<file path="config.mk">
export PLATFORM = sky130hd
export DESIGN_NAME = frame_buf_sched
export DESIGN_NICKNAME = d
export VERILOG_FILES = /design/src/rtl/frame_buf_sched.sv
export SDC_FILE = /design/constraint.sdc
export NUM_CORES = 1
export LEC_CHECK = 0
export ABC_CLOCK_PERIOD_IN_PS = 6800
export CAP_MARGIN = 10
export CELL_PAD_IN_SITES_DETAIL_PLACEMENT = 1
export CELL_PAD_IN_SITES_GLOBAL_PLACEMENT = 1
export CORE_ASPECT_RATIO = 0.5
export CORE_MARGIN = 3
export CORE_UTILIZATION = 33
export CTS_BUF_LIST = sky130_fd_sc_hd__clkbuf_2
export DETAILED_ROUTE_END_ITERATION = 16
export PLACE_DENSITY = 0.87
export SYNTH_ARGS = -nofsm -noshare
export SYNTH_HDL_FRONTEND = slang
export SYNTH_SLANG_ARGS = --single-unit
</file>
<file path="constraint.sdc">
create_clock -name ui_clk -period 6.8 [get_ports ui_clk]
set_input_delay 1.36 -clock ui_clk [delete_from_list [all_inputs] [get_ports ui_clk]]
set_output_delay 1.36 -clock ui_clk [all_outputs]
set_load 0.02 [all_outputs]
</file>
<file path="src/rtl/frame_buf_sched.sv">
// Multi-region frame-buffer scheduler: hands DDR frame regions to writer and reader so the display never shows a partial frame.
// Optional drop/repeat statistics are built when FRAME_SCHED_STATS_EN is defined; otherwise both counters read as zero.
module frame_buf_sched #(
  parameter int unsigned NUM_FRAMES = 3,
  parameter int unsigned FRAME_SIZE = 'd1228800,
  parameter int unsigned FRAME_BASE = 'd0,
  parameter int unsigned ADDR_W     = 30,
  parameter int unsigned CNT_W      = 16
) (
  input  logic              ui_clk,
  input  logic              ui_rst,
  input  logic              wr_frame_done,
  input  logic              rd_frame_start,
  input  logic              rd_freeze,
  output logic [2:0]        wr_idx,
  output logic [2:0]        rd_idx,
  output logic [ADDR_W-1:0] wr_beg_addr,
  output logic [ADDR_W-1:0] wr_end_addr,
  output logic [ADDR_W-1:0] rd_beg_addr,
  output logic [ADDR_W-1:0] rd_end_addr,
  output logic              rd_frame_ok,
  output logic [CNT_W-1:0]  drop_cnt,
  output logic [CNT_W-1:0]  repeat_cnt
);

  localparam int unsigned IDX_W = 3;

  typedef enum logic [1:0] {S_EMPTY, S_READY, S_RUN} state_t;

  function automatic logic [ADDR_W-1:0] beg_of(input logic [IDX_W-1:0] idx);
    return ADDR_W'(FRAME_BASE) + ADDR_W'(idx) * ADDR_W'(FRAME_SIZE);
  endfunction

  function automatic logic [ADDR_W-1:0] end_of(input logic [IDX_W-1:0] idx);
    return beg_of(idx) + ADDR_W'(FRAME_SIZE - 1);
  endfunction

  state_t           r_state;
  logic [IDX_W-1:0] r_w;
  logic [IDX_W-1:0] r_r;
  logic [IDX_W-1:0] r_l;
  logic             r_fresh;
  logic             r_rd_ok;
  logic [ADDR_W-1:0] r_wr_beg, r_wr_end, r_rd_beg, r_rd_end;

  logic             w_switch;
  logic             w_fresh_rd;
  logic [IDX_W-1:0] w_r_nxt;
  logic [IDX_W-1:0] w_w_nxt;
  logic [IDX_W-1:0] w_l_nxt;
  logic             w_fresh_nxt;
  logic [IDX_W-1:0] w_cand;
  logic             w_found;

  // Read event is resolved first; the write event then sees the updated reader region.
  assign w_switch   = rd_frame_start && r_fresh && !rd_freeze;
  assign w_fresh_rd = r_fresh && !w_switch;
  assign w_r_nxt    = w_switch ? r_l : r_r;

  always_comb begin
    w_w_nxt     = r_w;
    w_l_nxt     = r_l;
    w_fresh_nxt = w_fresh_rd;
    w_cand      = '0;
    w_found     = 1'b0;
    if (wr_frame_done) begin
      w_l_nxt     = r_w;
      w_fresh_nxt = 1'b1;
      // Round-robin from w+1, skipping the reader's region and the frame just completed.
      for (int unsigned k = 1; k < NUM_FRAMES; k++) begin
        w_cand = IDX_W'((32'(r_w) + k) % NUM_FRAMES);
        if (!w_found && (w_cand != w_r_nxt) && (w_cand != r_w)) begin
          w_w_nxt = w_cand;
          w_found = 1'b1;
        end
      end
    end
  end

  // Index, address and FSM registers; addresses track the next indices so they move together.
  always_ff @(posedge ui_clk) begin
    if (ui_rst) begin
      r_state  <= S_EMPTY;
      r_w      <= '0;
      r_r      <= IDX_W'(NUM_FRAMES - 1);
      r_l      <= '0;
      r_fresh  <= 1'b0;
      r_rd_ok  <= 1'b0;
      r_wr_beg <= beg_of('0);
      r_wr_end <= end_of('0);
      r_rd_beg <= beg_of(IDX_W'(NUM_FRAMES - 1));
      r_rd_end <= end_of(IDX_W'(NUM_FRAMES - 1));
    end else begin
      r_w      <= w_w_nxt;
      r_r      <= w_r_nxt;
      r_l      <= w_l_nxt;
      r_fresh  <= w_fresh_nxt;
      r_wr_beg <= beg_of(w_w_nxt);
      r_wr_end <= end_of(w_w_nxt);
      r_rd_beg <= beg_of(w_r_nxt);
      r_rd_end <= end_of(w_r_nxt);
      case (r_state)
        S_EMPTY: begin
          r_rd_ok <= 1'b0;
          if (wr_frame_done) r_state <= S_READY;
        end
        S_READY: begin
          r_rd_ok <= w_switch;
          if (w_switch) r_state <= S_RUN;
        end
        S_RUN: begin
          r_rd_ok <= 1'b1;
        end
        default: begin
          r_state <= S_EMPTY;
          r_rd_ok <= 1'b0;
        end
      endcase
    end
  end

  assign wr_idx      = r_w;
  assign rd_idx      = r_r;
  assign wr_beg_addr = r_wr_beg;
  assign wr_end_addr = r_wr_end;
  assign rd_beg_addr = r_rd_beg;
  assign rd_end_addr = r_rd_end;
  assign rd_frame_ok = r_rd_ok;

`ifdef FRAME_SCHED_STATS_EN
  logic [CNT_W-1:0] r_drop_cnt;
  logic [CNT_W-1:0] r_repeat_cnt;

  // Saturating statistics; a repeat is a reader start that could not switch, ignored before any frame exists.
  always_ff @(posedge ui_clk) begin
    if (ui_rst) begin
      r_drop_cnt   <= '0;
      r_repeat_cnt <= '0;
    end else begin
      if (wr_frame_done && w_fresh_rd && (r_drop_cnt != {CNT_W{1'b1}}))
        r_drop_cnt <= r_drop_cnt + CNT_W'(1);
      if (rd_frame_start && !w_switch && (r_state != S_EMPTY) &&
          (r_repeat_cnt != {CNT_W{1'b1}}))
        r_repeat_cnt <= r_repeat_cnt + CNT_W'(1);
    end
  end

  assign drop_cnt   = r_drop_cnt;
  assign repeat_cnt = r_repeat_cnt;
`else
  assign drop_cnt   = '0;
  assign repeat_cnt = '0;
`endif

endmodule

</file>
==> impl_metrics.ini <==
[outcome]
status = finished, final reports clean

[floorplan]
fp.dieH_um = 85.2
die_x_um = 164
rows = 28
die-area_um2 = 14000
io_pins = 164
start_util_pct = 34.4
core_area_um2 = 12000

[placed_design]
place_inst = 693
io_buffers = 53
pre_cts_slack_ps = -7.28
hpwl_um = 7960
gp_congestion = 0.862

[drt]
vias_per_cell = 4.50
first_pass_iters = 4
dr.first_iter.drc_count = 92
drc = 0
avgRoutedWirePerCell_um = 14.4
vias = 3171
antenna_left = 0
routed_wl_um = 10200

[synthesis]
syn-cell-area_um2 = 4140
ys_types = 70
yosysMostFrequentCell = buf_4
yosysSeqAreaShare_pct = 24.7
synth_warnings = 0
ys_ff_latch = 51
synth_edf_count = 0
synthTopCellsByCount = buf_4 (115), dfxtp_1 (51), nor2_1 (46), ha_1 (34), inv_1 (21)
synthArstFlopShare_pct = 0
synthCells = 476
synth_area_leaders = dfxtp_1 (25%), buf_4 (21%), ha_1 (10%), xnor2_1 (4.2%), nor2_1 (4.2%)
yosysTopAreaCellShare_pct = 24.7
yosysTopAreaCell = dfxtp_1
synth-main-ff-cell = dfxtp_1
syn_avg_cell_area_um2 = 8.70

[global_routing]
grt_start_max_net_pins = 48
grt_pass1_vias = 3265
overflow = 0
groute.usage.overall_pct = 13.8
grt_pass1_wl_um = 15800
grt_antenna_before_repair = 0

[sta]
holdWs_ps = 548
max-slew-margin-rel_pct = 56.7
final.setup_skew_ps = 16.7
period_share_pct = 95.8
finalHoldViolations = 0
setup_slack_ps = 288
finalSetupTns_ps = 0
slew_violations = 0
tightest_slew_ps = 648
fmax_mhz = 154
finalSetupViolCount = 0
post-route-min-period_ps = 6510

[finish]
layout-drive-gt1-share_pct = 11.5
syn2layout_area_growth_pct = 11.8
fin_cells = 705
antennaDiodeCount = 0
regArea_um2 = 1020
final_core_util_pct = 38.5
nFillCells = 1446
nNetsFinal = 580
multi_input_area_um2 = 2560

[setup_path]
crit_buf_inv = 4
reg2regPathDepth = 26
cp_slowest_cell = fa_1
startpoint_type = flip-flop
required_ps = 7190
path_class = reg2reg
crit_arrival_ps = 6900
cp.depth = 26
worst_path_most_repeated_cell = ha_1
endpoint_kind = flip-flop
cp_max_fo = 8
crit_family = compound AO/OA/AOI/OAI gates
slowest_delay_ps = 470
r2r_slack_ps = 290

[power]
power_density_nw_per_um2 = 599
ir_drop_uv = 337
p_leak_uw = 0.00209

[clock_network]
htreeDepth = 2
numCtsBuffers = 5
cts_root_buf = clkbuf_2
cts_tree = done
clock-sinks = 51
clockBufferDepth = 2
clk_latency_ps = 470
hold_buffers = 0
clkTransAtPathRegs_ps = 250

[worst_hold_path]
hold_path_depth = 2
hold_path.class = reg2reg

[flow_run]
maxCapViolations = 0
final timing paths:
check / endpoint / start
worst min-delay path: r_fresh / r_fresh
worst min register to register: r_fresh / r_fresh
worst max register to register: wr_end_addr[21] / wr_idx[1]
worst max-delay path: wr_end_addr[21] / wr_idx[1]
logic make-up (layout without fill, tap and decap cells):
| logic type | after synthesis | count (layout) | synth area share (%) |
|---|---|---|---|
| other | 2 | 110 | 0.181 |
| and+or+nand+nor | 131 | 131 | 16.6 |
| muxes | 10 | 10 | 2.93 |
| AOI/OAI and AO/OA | 68 | 68 | 12.8 |
| adders and majority gates | 36 | 36 | 11.2 |
| buffers and inverters | 148 | 104 | 24.4 |
| DFF | 51 | 51 | 24.7 |
| xor gates and xnor gates | 30 | 30 | 7.16 |
cell type report:
class | count | area share (%)
multi-input cells | 385 | 55.4
flip-flops and latches | 51 | 22.1
repair buffers | 72 | 14.5
well taps | 165 | 4.46
inverters | 24 | 2.06
clock inverters | 3 | 0.919
clock buffers | 5 | 0.541
power by group:
group | switching (uW) | total [uW] | internal [uW]
Clock | 103 | 165 | 62.4
Combinational | 1270 | 2210 | 946
Sequential | 26.8 | 393 | 366
worst min-delay path, delay by kind of cell, from the launching register on:
family	cells	cell delay [ps]
compound gates	2	150
flops	1	390
cells in the final DEF, fill, tap and decap left out, types with 5 or more instances in the layout:
master	count
ha_1	34
a21o_1	5
dfxtp_1	51
nand2b_1	9
nor2_1	45
a21oi_1	14
xor2_1	7
clkbuf_2	5
nor2b_1	14
nand3_1	7
clkdlybuf4s50_1	53
nand2_1	17
inv_1	21
conb_1	110
mux2i_1	6
xnor2_1	18
o21ai_0	9
buf_4	19
sequential cells by signal (all words and copies together) (netlist names):
name         flops
wr_beg_addr      9
r_l              3
rd_idx           3
wr_end_addr     10
rd_frame_ok      1
rd_beg_addr      9
wr_idx           3
rd_end_addr     10
r_fresh          1
r_state          2
per-stage QoR:
stage / area, um^2 / total power (uW)
4_1_cts: 4550 / 2600
3_5_place_dp: 4480 / 2420
3_3_place_gp: 4480 / 2290
6_report: 4630 / 2770
5_1_grt: 4630 / 2990
2_1_floorplan: 4540 / 1890
routing by layer:
metal | vias up | GRT usage (%) | wire, um
li1 | 1499 | - | -
met4 | 0 | 4.57 | 289
met3 | 36 | 2.97 | 707
met1 | 1480 | 16.6 | 4160
met2 | 156 | 24.6 | 5000
met5 | - | 0 | 0
repair_timing:
action	in CTS	in global routing
setup buffers	0	4
setup endpoints to repair	0	5
resized for setup	0	12
Power figures use the tool's default switching activity.
